**src/rtl/data_store_pkg.sv**
```systemverilog
// Shared FSM state encoding and capture-mode constants for the sample store.
// Latency: n/a; backpressure: n/a (definitions only).
package data_store_pkg;

  typedef enum logic [1:0] {
    IDLE    = 2'd0,
    CAPTURE = 2'd1,
    DONE    = 2'd2
  } state_t;

  localparam int WRAP_STOP     = 0;
  localparam int WRAP_CIRCULAR = 1;

endpackage

```
**src/rtl/data_store_stats_if.sv**
```systemverilog
// Capture, read-back and status bundle between a sample source/reader and the store.
// Latency: n/a; backpressure: none, capture and reads are always accepted.
interface data_store_stats_if #(
  parameter int DATA_W = 16,
  parameter int DEPTH  = 16
);
  localparam int AW = $clog2(DEPTH);
  localparam int CW = $clog2(DEPTH + 1);

  logic              data_start;
  logic [DATA_W-1:0] data;
  logic              rd_en;
  logic [AW-1:0]     rd_addr;
  logic [DATA_W-1:0] rd_data;
  logic              rd_valid;
  logic [CW-1:0]     count;
  logic              full;
  logic              overflow;
  logic [DATA_W-1:0] min_val;
  logic [DATA_W-1:0] max_val;
  logic              done;

  modport master (
    output data_start, data, rd_en, rd_addr,
    input  rd_data, rd_valid, count, full, overflow, min_val, max_val, done
  );

  modport slave (
    input  data_start, data, rd_en, rd_addr,
    output rd_data, rd_valid, count, full, overflow, min_val, max_val, done
  );
endinterface

```
**src/rtl/ds_ram.sv**
```systemverilog
// DEPTH x DATA_W sample RAM, one write port, one registered read-before-write read port.
// Latency: read data one cycle after re; backpressure: none.
module ds_ram #(
  parameter int DATA_W = 16,
  parameter int DEPTH  = 16,
  localparam int AW    = $clog2(DEPTH)
) (
  input  logic              clk,
  input  logic              rst_n,
  input  logic              we,
  input  logic [AW-1:0]     waddr,
  input  logic [DATA_W-1:0] wdata,
  input  logic              re,
  input  logic [AW-1:0]     raddr,
  input  logic              rzero,
  output logic [DATA_W-1:0] rdata
);

  logic [DATA_W-1:0] mem [DEPTH];

  always_ff @(posedge clk) begin
    if (we) mem[waddr] <= wdata;
  end

  // Only the output register is reset; the array is gated by the caller's count.
  always_ff @(posedge clk or negedge rst_n) begin
    if (!rst_n)  rdata <= '0;
    else if (re) rdata <= rzero ? '0 : mem[raddr];
  end

endmodule

```
**src/rtl/data_store_stats.sv**
```systemverilog
// Captures a burst of samples into a stop-when-full or circular buffer with running min/max.
// Latency: reads return one cycle after rd_en; backpressure: none, samples past a stop-mode fill are dropped.
module data_store_stats
  import data_store_pkg::*;
#(
  parameter int DATA_W = 16,
  parameter int DEPTH  = 16,
  parameter int WRAP   = WRAP_STOP
) (
  input logic               clk,
  input logic               rst_n,
  data_store_stats_if.slave bus
);

  localparam int AW = $clog2(DEPTH);
  localparam int CW = $clog2(DEPTH + 1);
  localparam logic [CW-1:0] FULL_CNT = CW'(DEPTH);
  localparam bit STOP_WHEN_FULL = (WRAP != WRAP_CIRCULAR);

  state_t            state_q, state_d;
  logic [AW-1:0]     wr_ptr, oldest, wr_addr, rd_phys;
  logic [CW-1:0]     count_q;
  logic [DATA_W-1:0] min_q, max_q, rd_data;
  logic              ovf_q, rd_valid_q;
  logic              wr_en, start, done, rd_oob;

  always_ff @(posedge clk or negedge rst_n) begin
    if (!rst_n) state_q <= IDLE;
    else        state_q <= state_d;
  end

  always_comb begin
    state_d = state_q;
    case (state_q)
      IDLE:    if (bus.data_start) state_d = CAPTURE;
      CAPTURE: begin
        if (!bus.data_start)
          state_d = DONE;
        else if (STOP_WHEN_FULL && count_q == FULL_CNT - 1'b1)
          state_d = DONE;
      end
      DONE:    if (!bus.data_start) state_d = IDLE;
      default: state_d = IDLE;
    endcase
  end

  always_comb begin
    wr_en = 1'b0;
    start = 1'b0;
    done  = 1'b0;
    case (state_q)
      IDLE: begin
        wr_en = bus.data_start;
        start = bus.data_start;
      end
      CAPTURE: wr_en = bus.data_start;
      DONE:    done  = 1'b1;
      default: ;
    endcase
  end

  // A fresh capture always lands at physical 0, whatever the old pointers were.
  assign wr_addr = start ? '0 : wr_ptr;

  always_ff @(posedge clk or negedge rst_n) begin
    if (!rst_n) begin
      wr_ptr  <= '0;
      oldest  <= '0;
      count_q <= '0;
      min_q   <= '0;
      max_q   <= '0;
      ovf_q   <= 1'b0;
    end else if (start) begin
      wr_ptr  <= AW'(1);
      oldest  <= '0;
      count_q <= CW'(1);
      min_q   <= bus.data;
      max_q   <= bus.data;
      ovf_q   <= 1'b0;
    end else if (wr_en) begin
      wr_ptr <= wr_ptr + 1'b1;
      if (count_q == FULL_CNT) begin
        oldest <= oldest + 1'b1;
        ovf_q  <= 1'b1;
      end else begin
        count_q <= count_q + 1'b1;
      end
      if (bus.data < min_q) min_q <= bus.data;
      if (bus.data > max_q) max_q <= bus.data;
    end
  end

  always_ff @(posedge clk or negedge rst_n) begin
    if (!rst_n) rd_valid_q <= 1'b0;
    else        rd_valid_q <= bus.rd_en;
  end

  assign rd_phys = oldest + bus.rd_addr;
  assign rd_oob  = CW'(bus.rd_addr) >= count_q;

  ds_ram #(
    .DATA_W (DATA_W),
    .DEPTH  (DEPTH)
  ) u_ram (
    .clk   (clk),
    .rst_n (rst_n),
    .we    (wr_en),
    .waddr (wr_addr),
    .wdata (bus.data),
    .re    (bus.rd_en),
    .raddr (rd_phys),
    .rzero (rd_oob),
    .rdata (rd_data)
  );

  assign bus.rd_data  = rd_data;
  assign bus.rd_valid = rd_valid_q;
  assign bus.count    = count_q;
  assign bus.full     = (count_q == FULL_CNT);
  assign bus.overflow = ovf_q;
  assign bus.min_val  = min_q;
  assign bus.max_val  = max_q;
  assign bus.done     = done;

endmodule

```
**src/flat_wrapper.sv**
```systemverilog
// flat-port wrapper written by rule: the top's interface ports become plain ports
module data_store_stats_flat import data_store_pkg::*;
#(
  parameter int DATA_W = 16,
  parameter int DEPTH  = 16,
  parameter int WRAP   = WRAP_STOP
)
  (clk, rst_n, bus_data_start, bus_data, bus_rd_en, bus_rd_addr, bus_rd_data, bus_rd_valid, bus_count, bus_full, bus_overflow, bus_min_val, bus_max_val, bus_done);
  data_store_stats_if #(.DATA_W(DATA_W), .DEPTH(DEPTH)) bus_i ();
  input logic clk;
  input logic rst_n;
  input wire logic [$bits(bus_i.data_start)-1:0] bus_data_start;
  input wire logic [$bits(bus_i.data)-1:0] bus_data;
  input wire logic [$bits(bus_i.rd_en)-1:0] bus_rd_en;
  input wire logic [$bits(bus_i.rd_addr)-1:0] bus_rd_addr;
  output wire logic [$bits(bus_i.rd_data)-1:0] bus_rd_data;
  output wire logic [$bits(bus_i.rd_valid)-1:0] bus_rd_valid;
  output wire logic [$bits(bus_i.count)-1:0] bus_count;
  output wire logic [$bits(bus_i.full)-1:0] bus_full;
  output wire logic [$bits(bus_i.overflow)-1:0] bus_overflow;
  output wire logic [$bits(bus_i.min_val)-1:0] bus_min_val;
  output wire logic [$bits(bus_i.max_val)-1:0] bus_max_val;
  output wire logic [$bits(bus_i.done)-1:0] bus_done;
  assign bus_i.data_start = bus_data_start;
  assign bus_i.data = bus_data;
  assign bus_i.rd_en = bus_rd_en;
  assign bus_i.rd_addr = bus_rd_addr;
  assign bus_rd_data = bus_i.rd_data;
  assign bus_rd_valid = bus_i.rd_valid;
  assign bus_count = bus_i.count;
  assign bus_full = bus_i.full;
  assign bus_overflow = bus_i.overflow;
  assign bus_min_val = bus_i.min_val;
  assign bus_max_val = bus_i.max_val;
  assign bus_done = bus_i.done;
  data_store_stats #(.DATA_W(DATA_W), .DEPTH(DEPTH), .WRAP(WRAP)) u_core (.clk(clk), .rst_n(rst_n), .bus(bus_i));
endmodule
```
**config.mk**
```make
export PLATFORM = sky130hd
export DESIGN_NAME = data_store_stats_flat
export DESIGN_NICKNAME = d
export VERILOG_FILES = /design/src/rtl/data_store_pkg.sv /design/src/rtl/data_store_stats_if.sv /design/src/rtl/ds_ram.sv /design/src/rtl/data_store_stats.sv /design/src/flat_wrapper.sv
export SDC_FILE = /design/constraint.sdc
export NUM_CORES = 1
export LEC_CHECK = 0
export CORE_MARGIN = 3
export CORE_UTILIZATION = 60
export DETAILED_ROUTE_END_ITERATION = 10
export PLACE_DENSITY = 0.8
export SLEW_MARGIN = 20
export SYNTH_ARGS = -nofsm -noshare
export SYNTH_HDL_FRONTEND = slang
export SYNTH_SLANG_ARGS = --single-unit
```
**constraint.sdc**
```tcl
create_clock -name clk -period 3.25 [get_ports clk]
set_input_delay 0.65 -clock clk [delete_from_list [all_inputs] [get_ports clk]]
set_output_delay 0.65 -clock clk [all_outputs]
set_load 0.01 [all_outputs]
```
==> metrics.md, run 1 <==
| Metric | Value |
|---|---|
| Status | completed |
| CTS Buf Count | 31 |
| Peak VDD IR | 652.5 uV |
| Mean Syn Cell Area | about 17 um^2 |
| CTS tree | done |
| Synth Area in XOR/XNOR | less than 1% |
| Setup Crit Path Kind | reg2out |
| Synth Area in Simple Gates | 4.667% |
| Static leakage | between 0.005 and 0.006 uW |
| Die ar. | 24910 um^2 |
| Crit-path max FO | 7 |
| Setup Skew | 0.009296 ns |
| H-tree depth | 1 |
| Layout cells sized above 1 | 20.44% |
| Worst Tran Pin Value | 0.7833 ns |
| Fmax | 0.3241 GHz |
| WL/cell | 25.39 um |
| Pre-CTS setup slack | -0.04305 ns |
| Resized Gates After CTS | 0 |
| Max_cap viols | 0 |
| Synth Instances | around 840 |
| Layout Nets | approximately 1000 |
| Syn nets | slightly above 900 |
| Grt total ovfl | 0 |
| Remaining DRCs | 0 |
| IO Count | 81 |
| Initial core utilization | 62.23% |
| Unrepaired setup endpoints after global routing | no |
| RR Startpoint | u_core.oldest[0] |
| Placer Congestion | 0.8168 |
| Initial antenna violation count | 0 |
| Register area share after synthesis | 67.33% |
| Hold Buf Count CTS | 0 |
| Yosys warnings | 0 |
| Top_reg_cell synth | edfxtp_1 |
| Clock buffer depth | 3 |
| Vias | 8320 |
| Final Setup Violations | 0 |
| Placed cell count | around 1200 |
| Main combinational cell family by area after synthesis | multiplexers |
| Vias in the first global route | ~8600 |
| Adder-cell share of the synthesized area | slightly above 4% |
| Synthesized area | 13830 um^2 |
| Final min period | 3.086 ns |
| Worst path arrival time | 2.44 ns |
| Critical path capture point type | output pin |
| Root Buffer | clkbuf_16 |
| Post-CTS Setup Repair Bufs | 0 |
| Final ANT Viol Nets | 0 |
| PD cells | roughly 680 nW/um^2 |
| Reg clk slew, reported paths | roughly 0.060 ns |
| Post-synth ARST share | 20.25% |
| FF-to-FF setup slack | ~0.7 ns |
| Area leader, netlist | edfxtp_1 |
| Global Route Usage Sum | between 20 and 30% |
| Synth top area share | 55.57% |
| Final wirelength | 32570 um |
| Initial DRT Pass Iterations | 5 |
| Core Region | about 22000 um^2 |
| Die width | about 160 um |
| Hold Fails Final Rpt | 0 |
| Reg2reg end | u_core.u_ram.rdata[5] |
| Clock sinks | 321 |
| Die height | roughly 160 um |
| Slew headroom | 47.78% |
| DP Wirelength | 21010 um |
| Top cells by area, synth | edfxtp_1 56%, dfrtp_1 12%, mux4_2 10%, ha_1 3.9%, nand2_1 1.6% |
| # port buffers | 80 |
| HP Class | in2async |
| Final slew viol count | 0 |
| Initial DRC count | between 600 and 700 |
| Vias per inst | 6.485 |
| Startpoint Class | register |
| Final WS setup | 0.1645 ns |
| Fin crit share | between 90% and 100% |
| Post-synth EDFFs | 256 |
| # diodes | 0 |
| Synth unique cells | 57 |
| Setup TNS Final | 0 ns |
| Global-route wire length before repair | 49980 um |
| Mux share of post-synthesis cell area | 13.22% |
| Yosys reg bits | around 320 |
| Rows | 54 |
| Area growth, synth to finish | 18.71% |
| Skew-Pair Late Insertion Delay | 0.57 ns |
| Largest net degree at the start of global routing | 43 |
| Final std cells w/o fill | 1283 |
| Cells on worst reg2reg path | 8 |
| Critical Path RT | 2.60 ns |
| Post-synthesis compound-gate area fraction | 7.552% |
-- synthesized netlist by cell type, drive strengths merged (2+ instances only) --
master and number:
mux4 64, nor2 22, nand2 59, and3 4, o2bb2ai 16, mux2i 17
inv 58, o211ai 17, nand2b 6, o31ai 2, a21oi 20, edfxtp 256
a22o 2, o21ai 31, dfrtp 65, nor2b 4, a2111oi 3, mux2 16
o2111ai 16, xor2 2, nand3 24, nand4 4, buf 14, o211a 2
ha 43, nand3b 2, o221ai 16, a21o 5, clkbuf 26, nor3 7
-- routing by layer --
layer / routed length, um / global-route usage (%) / vias up
met2: 16440 / 45.04 / 402
met5: 0 / 0 / -
met4: 964 / 8.388 / 0
li1: - / - / 3591
met3: 2240 / 3.964 / 71
met1: 12920 / 37.40 / 4256
-- final cells by class --
cell class              count  area (um^2)
clock buffers              46        862.1
flip-flops and latches    321         9314
fillers                  1321         5807
clock inverters            12        103.9
inverters                  58        217.7
multi-input cells         419         4138
well taps                 280        350.3
repair buffers            147         1436
-- critical path, stage by stage, from the launching register on --
cell	delay (ns)
dfrtp_1	0.46
inv_1	0.09
ha_1	0.13
nor4bb_1	0.50
clkdlybuf4s50_1	0.69
-- power breakdown --
group          total, uW  switching, uW  internal, uW
clock network       3400           1480          1920
registers           5180            355          4830
logic               2620           1320          1300
-- through the flow --
step | utilization [%] | hold WS (ns) | total power, uW | instance area (um^2)
6_report | 73.88 | 0.1577 | 11200 | 16420
3_3_place_gp | 69.53 | 0.5021 | 7787 | 15460
5_1_grt | 73.88 | 0.1712 | 11680 | 16420
4_1_cts | 73.88 | 0.1585 | 11250 | 16420
3_5_place_dp | 69.53 | 0.5197 | 7850 | 15460
2_1_floorplan | - | 0.3544 | 6631 | 13830
-- worst max path at each step --
stage / startpoint / endpoint / slack [ns] / depth (start not counted)
final: u_core.bus.count[0] / bus_full / 0.16 / 4
after global routing: u_core.bus.count[1] / bus_full / 0.09 / 4
after CTS: u_core.bus.count[0] / bus_full / 0.17 / 4
after detailed placement: bus_rd_addr[0] / u_core.u_ram.rdata[11] / -0.04 / 9
after global placement: bus_rd_addr[0] / u_core.u_ram.rdata[12] / 0.07 / 9
after floorplan: bus_data_start / u_core.u_ram.mem[1][0] / 0.45 / 5
-- flip-flops by register name, indices dropped and copies added (netlist names) --
| signal | flops |
|---|---|
| u_core.u_ram.mem | 256 |
| u_core.wr_ptr | 4 |
| u_core.bus.overflow | 1 |
| u_core.u_ram.rdata | 16 |
| u_core.bus.max_val | 16 |
| u_core.bus.min_val | 16 |
| u_core.bus.count | 5 |
| u_core.state_q | 2 |
| u_core.oldest | 4 |
| u_core.bus.rd_valid | 1 |
-- logic make-up (layout without fill, tap and decap cells) --
family	count (synthesis)	after routing
flops	321	321
mux	97	97
fa+ha+maj	44	44
xor+xnor	3	3
compound gates	137	137
simple gates	138	138
buf+inv	98	263
-- placed cells by master, fill, tap and decap left out, types with 10 or more instances in the layout --
cell             count
o211ai_1            16
nor2_1              21
inv_1               58
mux2i_1             17
o221ai_1            16
mux2_4              10
edfxtp_1           256
clkbuf_16           31
ha_1                42
o21ai_0             30
mux4_2              64
o2bb2ai_1           16
buf_12              11
nand2_1             59
nand3_1             24
o2111ai_1           16
clkbuf_1            12
a21oi_1             18
dfrtp_1             65
buf_4               56
clkdlybuf4s50_1     79
No activity file was read; power rests on OpenSTA's default activity.
==> run 2: changes to the inputs <==
Clock period 3.25 ns to 3.3 ns, I/O delays scaled along.
==> metrics.md, run 2 (synthesis results as in run 1) <==
| Metric | Value |
|---|---|
| Status | completed |
| Grt total ovfl | 0 (unchanged) |
| Unrepaired setup endpoints after global routing | no |
| Register share of total power | 46.2% (about the same) |
| Critical Path RT | 2.64 ns (+0.04 ns) |
| Clock sinks | 321 (unchanged) |
| Slew headroom | 55.52% (+7.7 points) |
| Remaining DRCs | 0 (unchanged) |
| Die width | 157.8 um (unchanged) |
| Placed cell count | 1222 (-0.24%) |
| Peak VDD IR | 530.4 uV (-19%) |
| Fin crit share | 89.89% |
| Final Setup Violations | 0 (unchanged) |
| Fill cells | 1363 (+3.2%) |
| Gate power share | 23.2% (-0.2 points) |
| Final ANT Viol Nets | 0 (unchanged) |
| FF-to-FF setup slack | 0.77 ns (+0.07 ns) |
| P_int | 7995 uW (-0.67%) |
| Most frequent cells in the layout | 256 x edfxtp_1, 79 x clkdlybuf4s50_1, 65 x dfrtp_1 |
| # port buffers | 80 (unchanged) |
| Rows | 54 (unchanged) |
| Commonest non-fill, non-tap cell in the layout | edfxtp_1 |
| Hold Fails Final Rpt | 0 (unchanged) |
| Initial core utilization | 62.23% (unchanged) |
| Global-route wire length before repair | 51480 um (+3.0%) |
| Sw Ratio | 27.97% (-0.18 points) |
| Number of flip-flops in the largest register | 256 (unchanged) |
| Die height | 157.8 um (unchanged) |
| Root Buffer | clkbuf_16 |
| HP Class | in2async |
| Crit-path max FO | 5 (-2) |
| Initial DRC count | 667 (-1.8%) |
| Setup TNS Final | 0 ns (unchanged) |
| Net Sw Power | 3105 uW (-1.6%) |
| Post-CTS Setup Repair Bufs | 0 (unchanged) |
| Initial DRT Pass Iterations | 5 (unchanged) |
| Vias per inst | 6.446 (-0.60%) |
| Clock share of power | 30.7% (+0.4 points) |
| CTS Buf Count | 30 (-3.2%) |
| Setup Crit Path Kind | reg2out |
| Initial antenna violation count | 0 (unchanged) |
| PD cells | 677.3 nW/um^2 (-0.73%) |
| Final min period | approximately 3.0 ns |
| Largest net degree at the start of global routing | 66 (+53%) |
| Final std cells w/o fill | 1278 (-0.39%) |
| Area growth, synth to finish | 18.48% |
| Layout cells sized above 1 | 20.84% (+0.40 points) |
| Die ar. | 24910 um^2 (unchanged) |
| Worst path arrival time | 2.31 ns (-0.13 ns) |
| Worst Tran Pin Value | 0.6671 ns (-0.1162 ns) |
| Top reg by flops | u_core.u_ram.mem |
| Global Route Usage Sum | 27.70% (+0.75 points) |
| DP Wirelength | 21220 um (+1.0%) |
| Final slew viol count | 0 (unchanged) |
| # diodes | 0 (unchanged) |
| Final wirelength | 32940 um (+1.1%) |
| Clock buffer depth | 3 (unchanged) |
| Placer Congestion | 0.8118 (-0.61%) |
| Hold Buf Count CTS | 0 (unchanged) |
| IO Count | 81 (unchanged) |
| Vias | 8238 (-0.99%) |
| Reg clk slew, reported paths | 0.06 ns (about the same) |
| Skew-Pair Late Insertion Delay | 0.54 ns (-0.03 ns) |
| Setup Skew | 0.01010 ns (+0.0008060 ns) |
| Layout Nets | 1042 (-0.38%) |
| Max_cap viols | 0 (unchanged) |
| Startpoint Class | register |
| Core Region | 22230 um^2 (unchanged) |
| Fmax | 0.3371 GHz |
| WL/cell | 25.77 um (+1.5%) |
| H-tree depth | 1 (unchanged) |
| CTS tree | done |
| Vias in the first global route | 8640 (+0.90%) |
| Critical path capture point type | output pin |
| Resized Gates After CTS | 0 (unchanged) |
| Static leakage | 0.005936 uW (about the same) |
==> run 2: cell types whose count changed in the layout (fill, tap and decap cells not counted) <==
cell / change
buf_12: -2
buf_4: -1
bufinv_16: +1
clkbuf_1: -4
clkbuf_8: +1
clkinv_1: -4
clkinv_2: +6
clkinvlp_2: -1
clkinvlp_4: +1
inv_16: -1
inv_8: -1
==> run 2: power by group through the flow <==
stage          Clock, uW  Sequential (uW)  Combinational [uW]
4_1_cts             3450             5110                2600
3_5_place_dp           0             5180                2560
6_report            3400             5120                2570
3_3_place_gp           0             5180                2490
2_1_floorplan          0             5170                1360
5_1_grt             3630             5160                2810
==> run 2: worst paths after layout <==
kind | start | to | cells after the start
min in group clk | u_core.state_q[0] | u_core.state_q[0] | 1
setup / recovery | u_core.bus.count[1] | bus_full | 4
hold / removal | rst_n | u_core.bus.max_val[12] | 2
hold reg to reg | u_core.state_q[0] | u_core.state_q[0] | 1
max in group asynchronous | rst_n | u_core.u_ram.rdata[10] | 2
setup reg to reg | u_core.bus.max_val[15] | u_core.bus.max_val[3] | 8
==> run 2: per-stage QoR <==
step	hold WS, ns	power (uW)	util (%)	cell area, um^2	setup WS, ns
2_1_floorplan	0.3644	6531	-	13830	0.4876
3_3_place_gp	0.4562	7668	69.32	15410	0.09484
3_5_place_dp	0.4614	7747	69.32	15410	0.04168
4_1_cts	0.1566	11160	73.73	16390	0.3251
5_1_grt	0.1540	11600	73.73	16390	0.2376
6_report	0.1281	11100	73.73	16390	0.3337
==> run 2: critical path: stages, from the launching register on <==
cell and delay (ns):
dfrtp_1 0.43, inv_1 0.11, ha_1 0.15, nor4bb_1 0.41, clkdlybuf4s50_1 0.67
==> run 2: area by class of cell <==
type	count	area (um^2)	share of cell area [%]
clock buffer	43	860.8	5.252
sequential	321	9314	56.83
inverter	58	217.7	1.328
tap	280	350.3	2.138
timing repair buffer	144	1389	8.474
clock inverter	13	120.1	0.7329
multi-input combinational	419	4138	25.25
==> run 2: per-layer routing <==
metal  up-vias  wire [um]  track usage, %
met2       410      16240           46.31
met3        57       2718           5.276
met5         -          0               0
met4         0        801           8.017
met1      4195      13170           37.86
li1       3576          -               -
